$ cat src/rtl/res_drain.sv
// rtl/res_drain.sv - drains result banks 8..15 through a credit-limited return FIFO into 256-bit beats
module res_drain (
    input  logic         clk,
    input  logic         rst_n,
    input  logic         start,
    input  logic [12:0]  tran_time,
    output logic         busy,
    output logic         done,
    output logic         bce,
    output logic [2:0]   bsel,
    output logic [14:0]  braddr,
    input  logic [127:0] brdata,
    input  logic         brvalid,
    output logic [255:0] dout,
    output logic         dout_valid,
    input  logic         dout_ready
);

    typedef enum logic [1:0] {IDLE, RUN, FLUSH, DONE} state_t;

    state_t        state, state_nxt;
    logic [12:0]   tt_r;
    logic [12:0]   addr_cnt;
    logic [2:0]    bank_cnt;
    logic [2:0]    outstanding;
    logic [2:0]    fifo_cnt;
    logic [1:0]    wr_ptr;
    logic [1:0]    rd_ptr;
    logic [127:0]  fifo_mem [4];
    logic [127:0]  lo_word;
    logic          lo_full;
    logic [255:0]  dout_r;
    logic          dout_valid_r;
    logic [14:0]   beat_cnt;
    logic [14:0]   beats_total;

    logic accept_start;
    logic issue;
    logic last_read;
    logic push;
    logic pop;
    logic slot_free;
    logic accept;
    logic last_beat;

    assign accept_start = start && (state == IDLE);
    // Credits count both buffered and in-flight words so a return always has a free slot.
    assign issue        = (state == RUN) && (({1'b0, fifo_cnt} + {1'b0, outstanding}) < 4'd4);
    assign last_read    = issue && (bank_cnt == 3'd7) && (addr_cnt == tt_r - 13'd1);
    assign push         = brvalid && (outstanding != 3'd0);
    assign slot_free    = !dout_valid_r || dout_ready;
    assign pop          = (fifo_cnt != 3'd0) && (!lo_full || slot_free);
    assign accept       = dout_valid_r && dout_ready;
    assign beats_total  = {tt_r, 2'b00};
    assign last_beat    = accept && (beat_cnt == beats_total - 15'd1);

    assign busy       = (state != IDLE);
    assign done       = (state == DONE);
    assign bce        = issue;
    assign bsel       = bank_cnt;
    assign braddr     = {2'b00, addr_cnt};
    assign dout       = dout_r;
    assign dout_valid = dout_valid_r;

    always_comb begin
        state_nxt = state;
        case (state)
            IDLE:  if (start) state_nxt = (tran_time == 13'd0) ? DONE : RUN;
            RUN:   if (last_read) state_nxt = FLUSH;
            FLUSH: if (last_beat) state_nxt = DONE;
            DONE:  state_nxt = IDLE;
            default: state_nxt = IDLE;
        endcase
    end

    always_ff @(posedge clk or negedge rst_n) begin
        if (!rst_n) state <= IDLE;
        else        state <= state_nxt;
    end

    always_ff @(posedge clk or negedge rst_n) begin
        if (!rst_n) begin
            tt_r     <= '0;
            addr_cnt <= '0;
            bank_cnt <= '0;
            beat_cnt <= '0;
        end else if (accept_start) begin
            tt_r     <= tran_time;
            addr_cnt <= '0;
            bank_cnt <= '0;
            beat_cnt <= '0;
        end else begin
            if (issue) begin
                bank_cnt <= bank_cnt + 3'd1;
                // The final address holds rather than wrapping back to 0.
                if (bank_cnt == 3'd7 && !last_read)
                    addr_cnt <= addr_cnt + 13'd1;
            end
            if (state == DONE) begin
                addr_cnt <= '0;
                bank_cnt <= '0;
            end
            if (accept)
                beat_cnt <= beat_cnt + 15'd1;
        end
    end

    always_ff @(posedge clk or negedge rst_n) begin
        if (!rst_n) begin
            outstanding <= '0;
            fifo_cnt    <= '0;
            wr_ptr      <= '0;
            rd_ptr      <= '0;
        end else begin
            outstanding <= outstanding + {2'b00, issue} - {2'b00, push};
            fifo_cnt    <= fifo_cnt + {2'b00, push} - {2'b00, pop};
            if (push) wr_ptr <= wr_ptr + 2'd1;
            if (pop)  rd_ptr <= rd_ptr + 2'd1;
        end
    end

    always_ff @(posedge clk) begin
        if (push) fifo_mem[wr_ptr] <= brdata;
    end

    // First popped word parks in lo_word; the second completes the beat.
    always_ff @(posedge clk or negedge rst_n) begin
        if (!rst_n) begin
            lo_word      <= '0;
            lo_full      <= 1'b0;
            dout_r       <= '0;
            dout_valid_r <= 1'b0;
        end else begin
            if (accept)
                dout_valid_r <= 1'b0;
            if (pop) begin
                if (lo_full) begin
                    dout_r       <= {fifo_mem[rd_ptr], lo_word};
                    dout_valid_r <= 1'b1;
                    lo_full      <= 1'b0;
                end else begin
                    lo_word <= fifo_mem[rd_ptr];
                    lo_full <= 1'b1;
                end
            end
        end
    end

endmodule

$ cat config.mk
export PLATFORM = sky130hd
export DESIGN_NAME = res_drain
export DESIGN_NICKNAME = d
export VERILOG_FILES = /design/src/rtl/res_drain.sv
export SDC_FILE = /design/constraint.sdc
export NUM_CORES = 1
export LEC_CHECK = 0
export BUFFER_PORTS_ARGS = -buffer_cell sky130_fd_sc_hd__buf_2
export CORE_ASPECT_RATIO = 1.1
export CORE_MARGIN = 2
export CORE_UTILIZATION = 40
export CTS_BUF_LIST = sky130_fd_sc_hd__clkbuf_16
export CTS_CLUSTER_DIAMETER = 40
export DETAILED_ROUTE_END_ITERATION = 7
export PLACE_DENSITY = 0.69
export SYNTH_ARGS = -nofsm -noshare
export SYNTH_HDL_FRONTEND = slang
export SYNTH_SLANG_ARGS = --single-unit
$ cat constraint.sdc
create_clock -name clk -period 5.3 [get_ports clk]
set_input_delay 0.53 -clock clk [delete_from_list [all_inputs] [get_ports clk]]
set_output_delay 0.53 -clock clk [all_outputs]
set_load 0.005 [all_outputs]
==> summary.txt, run 1 <==
Cells and area
  – Fin util: 49.4%
  – Finished Layout Cells: 3759
  – Layout cell share with drive strength beyond 1: 45.5%
  – Final instance area: 44800 um2
  – Area Growth Syn to Fin: 23.0%
  – Fin nets: 2640
  – Fill count: 7421

Synth
  – Post-synthesis register bit count: 954
  – Post-synth ARST share: 46.3%
  – Cells after synthesis: 1935
  – Mapped Area: 36400 um2
  – Ys Warns: 0
  – Unique cell type count in the Yosys netlist: 62
  – Seq/Total Area, Yosys: 72.5%
  – Leading post-synthesis cells by cell area: edfxtp_1 (42%), dfrtp_1 (30%), mux2_2 (12%)
  – Leading area contributor after synthesis: edfxtp_1
  – Synthesized area per cell: 18.8 um2
  – Yosys top cell area share: 42.2%
  – Ys flop type: edfxtp_1
  – Post-synth EDFFs: 512

Timing
  – Max_slew headroom: 18.4%
  – Final Slew Violations: 0
  – Final period util: 73.9%
  – Measured slew at the worst slew-check pin: 1.22 ns
  – Setup Total Neg Slack: 0 ns
  – Final min period: 3.92 ns
  – RSZ-0062 raised after global routing: no
  – Clock Skews: 0.0371 ns
  – Peak Freq: 0.255 GHz
  – Final number of hold-violating endpoints: 0
  – Finish-stage setup viols: 0

Setup path
  – Max incr delay on CP: 0.93 ns
  – Crit-path max FO: 12
  – Critical path class: reg -> reg
  – CP Data Arrival Time: 4.53 ns
  – Endpoint class of the critical path: flip-flop
  – Crit path cell chain: or4_1, nor4_4, a21oi_1, or4b_1, nor4_2, nor4b_2, or3b_1, mux2i_1
  – WP data required: 5.92 ns
  – Delay-heaviest family, CP: simple AND/OR/NAND/NOR gates
  – Crit path buf inv count: 0
  – CP max-delay cell: nor4_2
  – R2R Setup Slk: 1.38 ns
  – Startpoint Class: flip-flop

Global route
  – GRT Total Usage: 18.2%
  – Global-route wire length before repair: 129 mm
  – Initial antenna violation count: 8
  – Largest net degree at the start of global routing: 122
  – GRT Residual Overflow: 0
  – Vias in the first global route: 21300

Flow run
  – Max Cap Viol: 0

Route
  – Drt pass-1 iters: 5
  – WL/cell: 22.5 um
  – Drt total wl: 84.4 mm
  – First-iteration detailed-routing DRC count: 1068
  – Number of remaining DRC errors: 0
  – DR vias: 19400
  – Post-DRT Antenna Nets: 0
  – Vias/cell: 5.17

Clock network
  – Clock latency on the worst-skew pair: 0.70 ns
  – Hold-fix buffers, CTS: 74
  – CTS H-tree depth: 3
  – CTS Root Cell: clkbuf_16
  – CTS Buffer Depth: 3
  – CTS resizes: 0
  – TritonCTS clock tree: done
  – CTS buffer count: 118
  – CTS clk-pin slew, worst paths: 0.06 ns
  – # Post-CTS Setup Buffers: 0
  – CTS sink count: 954

Floorplan
  – Initial core utilization: 40.2%
  – Core area: 90700 um2
  – Site Rows: 116
  – Full die area: 93600 um2
  – Die width: 292 um
  – IO Pins: 424
  – Die Y: 321 um

Placement
  – Port buffer count: 421
  – Placed instance area: 40000 um2
  – Final HPWL DP: 52.9 mm
  – DP Cell Count: 3458
  – GPL Wtd Cong: 0.807

Power and ir drop
  – Total design power: 28.0 mW
  – PwrDens: 624 nW/um2
  – Leakage: 17.4 nW
  – Worst vdd ir: 473 uV

Run status
  – Outcome: complete, no violations

Min path
  – Worst Hold Class: in -> reg
[stage by stage]
| stage | setup WS [ns] | hold WS, ns |
|---|---|---|
| 2_1_floorplan | 0.934 | 0.234 |
| 3_3_place_gp | 1.49 | 0.482 |
| 3_5_place_dp | 1.40 | 0.487 |
| 4_1_cts | 1.40 | 0.00000322 |
| 5_1_grt | 1.09 | 0.0179 |
| 6_report | 1.38 | 0.0550 |
[state kept, by name, summed over array words and instances (netlist names), 3 cells and up]
name and count:
fifo_mem 512, dout 256, lo_word 128, beat_cnt 15, addr_cnt 13, tt_r 13, bsel 3, fifo_cnt 3
outstanding 3
[layout by cell type, fill, tap and decap left out, types with 5 or more instances in the layout]
master and count:
edfxtp_1 512, dfrtp_1 440, buf_2 420, mux2_2 384
mux4_2 128, clkbuf_16 122, dlygate4sd3_1 74, nand2_1 58
inv_1 35, xnor2_1 35, nor2_1 35, ha_1 20
nand3_1 19, inv_6 16, a21oi_1 15, xor2_1 15
o21ai_0 14, clkinvlp_4 13, inv_8 13, buf_12 13
nor4_1 12, clkinv_2 12, clkinv_1 11, bufinv_16 11
nor3_1 10, nand4_1 10, buf_4 10, or3_1 8
nand2b_1 8, clkinv_4 8, or4_1 6, mux2i_1 5
[layout make-up]
| class | instances | area, um2 | area share [%] |
|---|---|---|---|
| flip-flops and latches | 954 | 26400 | 59.0 |
| multi-input cells | 858 | 9550 | 21.3 |
| repair buffers | 518 | 3190 | 7.12 |
| clock buffers | 122 | 3050 | 6.81 |
| well taps | 1180 | 1480 | 3.29 |
| clock inverters | 104 | 1030 | 2.30 |
| inverters | 22 | 82.6 | 0.184 |
| diodes | 1 | 2.50 | 0.00558 |
[worst register-to-register path: stages, from the launching register on]
cell and delay (ns):
dfrtp_1 0.50, or4_1 0.78, nor4_4 0.46, a21oi_1 0.08, or4b_1 0.53, nor4_2 0.93, nor4b_2 0.18, or3b_1 0.23
mux2i_1 0.17
[logic make-up (layout without fill, tap and decap cells)]
family / after synthesis / in the layout / synth area share, %
mux: 517 / 517 / 19.9
flops: 954 / 954 / 72.5
xor+xnor: 51 / 51 / 1.26
fa+ha+maj: 22 / 22 / 0.796
buf+inv: 124 / 766 / 1.38
other cells: 1 / 3 / 0.0103
compound gates: 65 / 65 / 1.22
simple gates: 201 / 201 / 2.90
[synthesized netlist by cell type (2+ instances only)]
master,n
nand4_1,10
buf_4,3
o31a_1,3
clkbuf_1,72
o211a_1,2
and2_1,7
nand2b_1,8
dfrtp_1,442
a21oi_1,15
mux2i_1,5
edfxtp_1,512
nand2_1,58
and3_1,4
nor3b_1,4
inv_1,22
mux2_2,384
o211ai_1,4
a31oi_1,4
o31ai_1,4
o21ai_0,14
nor4b_1,3
nor2b_1,2
nor2_1,36
a211oi_1,3
xnor2_1,35
mux4_2,128
ha_1,20
nor3_1,10
or4_1,6
buf_2,2
buf_6,3
a211o_1,2
xor2_1,15
nand4b_1,2
o22ai_1,2
nor4_1,12
fa_1,2
or3_1,8
buf_1,22
o41ai_1,2
nand3_1,20
nand3b_1,3
[worst paths after layout]
path,depth (start not counted),to,startpoint
hold reg to reg,1,dout[24]$_DFFE_PN0P_,lo_word[24]$_DFFE_PN0P_
max in group asynchronous,3,rd_ptr[0]$_DFFE_PN0P_,rst_n
setup reg to reg,8,addr_cnt[11]$_DFFE_PN0P_,tt_r[4]$_DFFE_PN0P_
min in group asynchronous,2,dout[14]$_DFFE_PN0P_,rst_n
setup / recovery,8,addr_cnt[11]$_DFFE_PN0P_,tt_r[4]$_DFFE_PN0P_
hold / removal,1,fifo_mem[0][82]$_DFFE_PP_,brdata[82]
[metal layers]
metal  up-vias  part of all wire (%)  GRT usage (%)
met5         -                 0.083              0
met4        12                   3.3           7.51
met3       174                   5.6           4.28
met2       540                    52           31.9
met1     10200                    39           21.6
li1       8523                     -              -
[report_power, final]
group	internal, mW	switching, mW	total (mW)
Combinational	4.39	3.89	8.28
Sequential	10.4	1.16	11.6
Clock	4.82	3.30	8.12
Note: power is estimated with default switching activity, not from simulation.
==> run 2, diff against run 1 <==
- ABC_AREA: default -> 1
- clock period: 5.3 -> 3.83 ns (I/O delays scaled with it)
==> run 2 against run 1 <==
  * Sequential share of layout area shrank 1.6 points
  * Critical path depth unchanged
  * Routed wire length up 8.2%
  * Die area rose by 1.5%
  * Clock skew increased by 0.0012 ns
  * Total power is 48% higher
  * Via count rose by 25%
  * Synthesized area is 1.5% higher
  * Utilization is 0.62 points higher
  * Register-to-register slack got worse by 0.25 ns
  * Critical path type unchanged
  * Largest cell class unchanged
==> summary.txt, run 2 <==
Clock network
  – CTS Buffer Depth: 3 (unchanged)
  – # Post-CTS Setup Buffers: 0 (unchanged)
  – Clock latency on the worst-skew pair: 0.72 ns (+0.02 ns)
  – CTS sink count: 954 (unchanged)
  – CTS Root Cell: clkbuf_16
  – CTS resizes: 0 (unchanged)
  – CTS buffer count: 118 (unchanged)
  – TritonCTS clock tree: done
  – CTS H-tree depth: 3 (unchanged)
  – CTS clk-pin slew, worst paths: 0.06 ns (about the same)

Synth
  – Unique cell type count in the Yosys netlist: 43 (-31%)
  – Commonest cells post-synth: nand2_1 (538), edfxtp_1 (512), dfrtp_1 (442), nor2_1 (313), o21ai_0 (287)
  – Yosys top cell area share: 41.6% (-0.63 points)
  – Post-synthesis register bit count: 954 (unchanged)
  – Post-synth ARST share: 46.3% (unchanged)
  – Mapped Area: 37000 um2 (+1.5%)
  – Seq/Total Area, Yosys: 71.4% (-1.1 points)
  – Count leader, synth: nand2_1
  – Ys flop type: edfxtp_1
  – Ys Warns: 0 (unchanged)
  – Post-synth EDFFs: 512 (unchanged)
  – Cells after synthesis: 2900 (+50%)
  – Synthesized area per cell: 12.8 um2 (-32%)
  – Leading area contributor after synthesis: edfxtp_1
  – Leading post-synthesis cells by cell area: edfxtp_1 (42%), dfrtp_1 (30%), mux2_2 (7.8%)

Timing
  – Measured slew at the worst slew-check pin: 1.07 ns (-0.149 ns)
  – Max_slew headroom: 27.9% (+9.5 points)
  – Final min period: 2.70 ns (-1.22 ns)
  – Final period util: 70.5% (-3.4 points)
  – Final number of hold-violating endpoints: 0 (unchanged)
  – RSZ-0062 raised after global routing: no
  – Final Worst Setup Slack: 1.13 ns (-0.252 ns)
  – Peak Freq: 0.370 GHz (+45%)
  – Finish-stage setup viols: 0 (unchanged)
  – Hold Slack: 0.123 ns (+0.0676 ns)
  – Clock Skews: 0.0382 ns (+0.00117 ns)
  – Final Slew Violations: 0 (unchanged)

Global route
  – GRT Total Usage: 19.0% (+0.76 points)
  – Largest net degree at the start of global routing: 129 (+5.7%)
  – GRT Residual Overflow: 0 (unchanged)
  – Global-route wire length before repair: 140 mm (+7.9%)
  – Initial antenna violation count: 10 (+2)
  – Vias in the first global route: 24200 (+13%)

Cells and area
  – Commonest non-fill, non-tap cell in the layout: nand2_1
  – Finished Layout Cells: 4777 (+27%)
  – Biggest register: fifo_mem
  – Area Growth Syn to Fin: 24.5%
  – Fill count: 7733 (+4.2%)
  – Max reg flops: 512 (unchanged)
  – Fin nets: 3644 (+38%)
  – Layout cell share with drive strength beyond 1: 26.8% (-19 points)
  – Most frequent cells in the layout: nand2_1 (538), edfxtp_1 (512), dfrtp_1 (440)

Setup path
  – Startpoint Class: flip-flop
  – Most used cell, CP: inv_1
  – WP data required: 4.42 ns (-1.50 ns)
  – Max incr delay on CP: 0.92 ns (about the same)
  – CP Data Arrival Time: 3.29 ns (-1.24 ns)
  – Critical path class: reg -> reg
  – CP max-delay cell: o31ai_2
  – Crit path cell chain: o31ai_2, inv_1, ha_1, inv_1, ha_1, inv_1, fa_1, xnor2_1
  – Endpoint class of the critical path: flip-flop
  – Crit-path max FO: 7 (-5)

Flow run
  – Max Cap Viol: 0 (unchanged)

Power and ir drop
  – Leakage: 19.2 nW (+10%)
  – PwrDens: 898 nW/um2 (+44%)
  – Total design power: 41.4 mW (+48%)
  – Worst vdd ir: 730 uV (+54%)

Placement
  – GPL Wtd Cong: 0.866 (+7.4%)
  – Port buffer count: 421 (unchanged)
  – Final HPWL DP: 55.0 mm (+4.0%)
  – DP Cell Count: 4403 (+27%)
  – Worst slack, placed: 1.10 ns (-0.296 ns)

Route
  – Drt pass-1 iters: 5 (unchanged)
  – First-iteration detailed-routing DRC count: 1518 (+42%)
  – Post-DRT Antenna Nets: 0 (unchanged)
  – DR vias: 24200 (+25%)
  – Vias/cell: 5.07 (-1.9%)
  – Number of remaining DRC errors: 0 (unchanged)
  – Drt total wl: 91.3 mm (+8.2%)
  – WL/cell: 19.1 um (-15%)

Floorplan
  – Initial core utilization: 40.2% (about the same)
  – IO Pins: 424 (unchanged)
  – Full die area: 95000 um2 (+1.5%)
  – Core area: 92100 um2 (+1.5%)
  – Die width: 294 um (+0.74%)
  – Die Y: 323 um (+0.75%)
  – Site Rows: 117 (+0.86%)

Run status
  – Outcome: complete, no violations

Min path
  – Worst Hold Class: in -> reg
run 2: cell count changes in the layout (fill, tap and decap cells not counted), sizes merged, moves of 12 or more:
cell         previous run  this run
buf                   444       465
clkinv                 34        46
dlygate4sd3            74       143
inv                    68       134
mux2                  384       256
mux4                  128         0
nand2                  58       548
nand3                  20        56
nor2                   36       322
o21ai                  14       289
o22ai                   2       128
xnor2                  35         5
run 2: through the flow:
stage | setup TNS (ns) | instance area (um2) | util (%)
4_1_cts | 0 | 46100 | 50.0
3_3_place_gp | 0 | 40600 | 44.0
5_1_grt | 0 | 46100 | 50.0
3_5_place_dp | 0 | 40600 | 44.0
2_1_floorplan | -312.03 | 37000 | -
6_report | 0 | 46100 | 50.0
run 2: kinds of logic (layout without fill, tap and decap cells):
group	Yosys count	after routing	share of synthesized area, %
AOI/OAI and AO/OA	437	437	6.39
xor gates and xnor gates	15	15	0.355
adders and majority gates	22	22	0.785
buffers and inverters	246	926	2.64
DFF	954	954	71.4
muxes	256	256	7.79
other	1	8	0.0101
and+or+nand+nor	969	969	10.6
run 2: layer usage:
metal / up-vias / routed length (um) / track usage (%) / share of wire [%]
li1: 11300 / - / - / -
met1: 12100 / 38200 / 24.0 / 42
met2: 625 / 45100 / 32.1 / 49
met3: 150 / 5560 / 4.27 / 6.1
met4: 12 / 2340 / 6.64 / 2.6
met5: - / 83 / 0 / 0.091
run 2: final timing paths:
| check | startpoint | endpoint | slack (ns) | cells past startpoint |
|---|---|---|---|---|
| min in group asynchronous | rst_n | dout[203]$_DFFE_PN0P_ | 0.37 | 2 |
| worst min register to register | lo_word[26]$_DFFE_PN0P_ | lo_word[26]$_DFFE_PN0P_ | 0.47 | 2 |
| worst max register to register | outstanding[0]$_DFF_PN0_ | outstanding[2]$_DFF_PN0_ | 1.13 | 8 |
| worst min-delay path | start | state[0]$_DFFE_PN0P_ | 0.12 | 4 |
| max in group asynchronous | rst_n | lo_word[31]$_DFFE_PN0P_ | 2.51 | 3 |
| worst max-delay path | outstanding[0]$_DFF_PN0_ | outstanding[2]$_DFF_PN0_ | 1.13 | 8 |
run 2: what timing repair did:
item,CTS,global route
hold buffers,143,0
endpoints found under the hold margin,616,0
endpoints found under the setup margin,0,0
run 2: worst max-delay path: cells and delay by family, from the launching register on:
family | cells | cell delay [ns]
AO/OA/AOI/OAI | 1 | 0.92
XOR/XNOR | 1 | 0.14
adder cells (fa/ha/maj) | 3 | 0.83
buffers and inverters | 3 | 0.30
flip-flops | 1 | 0.41
run 2: cell type report:
cell class                 instances  area [um2]  area share, %
antenna                            6        15.0         0.0326
clock buffer                     120        3000           6.52
clock inverter                   105        1070           2.32
inverter                          93         362          0.785
multi-input combinational       1701        9640           20.9
sequential                       954       26400           57.4
tap                             1190        1490           3.23
timing repair buffer             608        4050           8.80
run 2: report_power, final:
part / switching [mW] / leakage, nW / internal [mW]
logic: 8.39 / 7.04 / 5.65
registers: 1.69 / 10.1 / 14.4
clock network: 4.62 / 2.04 / 6.59
total: 14.7 / 19.2 / 26.7
==> run 3, diff against run 2 <==
- ABC_AREA: 1 -> 0
- PLACE_DENSITY: 0.69 -> 0.71
- clock period: 3.83 -> 2.2 ns (I/O delays scaled with it)
==> run 3 against run 2 <==
  * Sequential power increased by 71%
  * Final area grew 2.9%
  * Register-to-register slack worse by 1.9 ns
  * Sequential cell count did not move
  * Combinational power up 57%
  * Highest routed layer unchanged
  * Count of clock-buffer cells in the layout increased by 1
  * Critical endpoint is now addr_cnt[9]$_DFFE_PN0P_
  * The run now ends with negative setup slack left
  * Utilization is 2.2 points higher
  * Via count decreased by 16%
  * Cell count decreased by 16%
==> summary.txt, run 3 (same netlist as run 1, synthesis figures left out) <==
Run status
  – Outcome: finished, violations left
  – Failing checks: negative setup slack

Route
  – Drt total wl: 85.5 mm (-6.4%)
  – Number of remaining DRC errors: 0 (unchanged)
  – DR vias: 20300 (-16%)
  – Post-DRT Antenna Nets: 0 (unchanged)
  – Drt pass-1 iters: 6 (+1)
  – Vias/cell: 5.06 (-0.24%)
  – WL/cell: 21.3 um (+12%)
  – First-iteration detailed-routing DRC count: 1203 (-21%)

Cells and area
  – Final instance area: 47400 um2 (+2.9%)
  – Fin nets: 2886 (-21%)
  – Max reg flops: 512 (unchanged)
  – Most frequent cells in the layout: edfxtp_1 (512), dfrtp_1 (440), buf_2 (419)
  – Commonest non-fill, non-tap cell in the layout: edfxtp_1
  – Layout cell share with drive strength beyond 1: 49.3% (+22 points)
  – Area Growth Syn to Fin: 30.1%
  – Biggest register: fifo_mem

Min path
  – Worst Hold Class: in -> async

Power and ir drop
  – Leakage: 18.7 nW (-2.7%)
  – Worst vdd ir: 899 uV (+23%)
  – PwrDens: 1440 nW/um2 (+61%)
  – Total design power: 68.5 mW (+66%)

Placement
  – Port buffer count: 421 (unchanged)
  – Worst slack, placed: -0.939 ns (-2.04 ns)
  – GPL Wtd Cong: 0.871 (+0.61%)
  – Final HPWL DP: 56.7 mm (+3.1%)
  – Placed instance area: 41600 um2 (+2.5%)

Timing
  – Max_slew headroom: 58.4% (+30 points)
  – Measured slew at the worst slew-check pin: 0.624 ns (-0.451 ns)
  – Peak Freq: 0.342 GHz (-7.7%)
  – Final Worst Setup Slack: -0.726 ns (-1.86 ns)
  – Final number of hold-violating endpoints: 0 (unchanged)
  – Final period util: 133% (+62 points)
  – Clock Skews: 0.0427 ns (+0.00443 ns)
  – Final Slew Violations: 0 (unchanged)
  – Final min period: 2.93 ns (+0.226 ns)
  – Finish-stage setup viols: 18 (+18)
  – RSZ-0062 raised after global routing: yes

Clock network
  – CTS sink count: 954 (unchanged)
  – Clock latency on the worst-skew pair: 0.69 ns (-0.03 ns)
  – CTS Buffer Depth: 3 (unchanged)
  – CTS buffer count: 115 (-2.5%)
  – CTS clk-pin slew, worst paths: 0.06 ns (about the same)
  – CTS H-tree depth: 3 (unchanged)
  – CTS Root Cell: clkbuf_16
  – TritonCTS clock tree: done

Floorplan
  – Initial core utilization: 40.2% (about the same)
  – Site Rows: 116 (-0.85%)
  – Die width: 292 um (-0.74%)
  – Die Y: 321 um (-0.74%)
  – IO Pins: 424 (unchanged)
  – Core area: 90700 um2 (-1.5%)
  – Full die area: 93600 um2 (-1.5%)

Global route
  – Global-route wire length before repair: 131 mm (-5.9%)
  – GRT Residual Overflow: 0 (unchanged)
  – Initial antenna violation count: 12 (+2)
  – GRT Total Usage: 18.1% (-0.84 points)
  – Vias in the first global route: 22500 (-6.8%)
  – Largest net degree at the start of global routing: 79 (-39%)

Setup path
  – Critical path class: reg -> reg
  – WP data required: 2.82 ns (-1.60 ns)
  – Endpoint class of the critical path: flip-flop
  – CP Data Arrival Time: 3.55 ns (+0.26 ns)
  – Crit-path max FO: 5 (-2)
  – Startpoint Class: flip-flop

Flow run
  – Max Cap Viol: 0 (unchanged)
[run 3: final timing paths]
path	startpoint	end	slack [ns]	depth (start not counted)
min in group clk	start	state[0]$_DFFE_PN0P_	0.08	4
max reg2reg	tt_r[1]$_DFFE_PN0P_	addr_cnt[9]$_DFFE_PN0P_	-0.73	11
min	rst_n	dout[207]$_DFFE_PN0P_	0.07	2
max	tt_r[1]$_DFFE_PN0P_	addr_cnt[9]$_DFFE_PN0P_	-0.73	11
min reg2reg	lo_word[79]$_DFFE_PN0P_	dout[79]$_DFFE_PN0P_	0.48	1
max in group asynchronous	rst_n	rd_ptr[1]$_DFFE_PN0P_	1.28	4
[run 3: area by class of cell]
type | count | area (um2)
antenna | 7 | 17.5
clock buffer | 121 | 3030
clock inverter | 99 | 916
fill | 7059 | 43300
inverter | 22 | 87.6
multi-input combinational | 858 | 9860
sequential | 954 | 26400
tap | 1180 | 1480
timing repair buffer | 767 | 5590
[run 3: metal layers]
| layer | vias to the layer above | part of all wire, % | GRT usage [%] |
|---|---|---|---|
| met5 | - | 0.062 | 0 |
| met4 | 8 | 3.5 | 7.73 |
| met3 | 169 | 4.6 | 3.50 |
| met2 | 481 | 52 | 32.1 |
| met1 | 10600 | 40 | 21.6 |
| li1 | 8996 | - | - |
[run 3: worst max-delay path, stage by stage, from the launching register on]
cell and delay, ns:
dfrtp_1 0.40, or4_4 0.60, buf_6 0.16, o31ai_4 0.17, mux2i_1 0.12, or4b_4 0.55
nor4_4 0.23, buf_6 0.17, nor4b_4 0.05, buf_4 0.16, a31oi_1 0.16, a41o_1 0.12
[run 3: where the power goes]
part | leakage, nW | total (mW) | internal [mW] | switching [mW]
clock | 2.00 | 18.8 | 11.0 | 7.80
combinational | 6.81 | 22.0 | 12.0 | 10.0
sequential | 9.85 | 27.6 | 25.0 | 2.61
total | 18.7 | 68.5 | 48.1 | 20.4
[run 3: through the flow]
step | util [%] | hold slack, ns | cells | setup TNS, ns
2_1_floorplan | - | -0.0756 | 1936 | -337.98
3_3_place_gp | 45.8 | 0.162 | 3618 | -10.91
3_5_place_dp | 45.8 | 0.168 | 3618 | -11.35
4_1_cts | 52.1 | 0.0148 | 3994 | -10.16
5_1_grt | 52.3 | 0.0541 | 4008 | -12.29
6_report | 52.3 | 0.0742 | 4008 | -10.43
[run 3: what timing repair did]
| item | 4_1_cts | 5_1_grt |
|---|---|---|
| hold buffers | 143 | 0 |
| cloned | 0 | 3 |
| pin swaps | 20 | 7 |
| resized for setup | 39 | 14 |
| endpoints found under the setup margin | 18 | 70 |
| setup buffers | 14 | 4 |
| hold endpoints to repair | 776 | 0 |
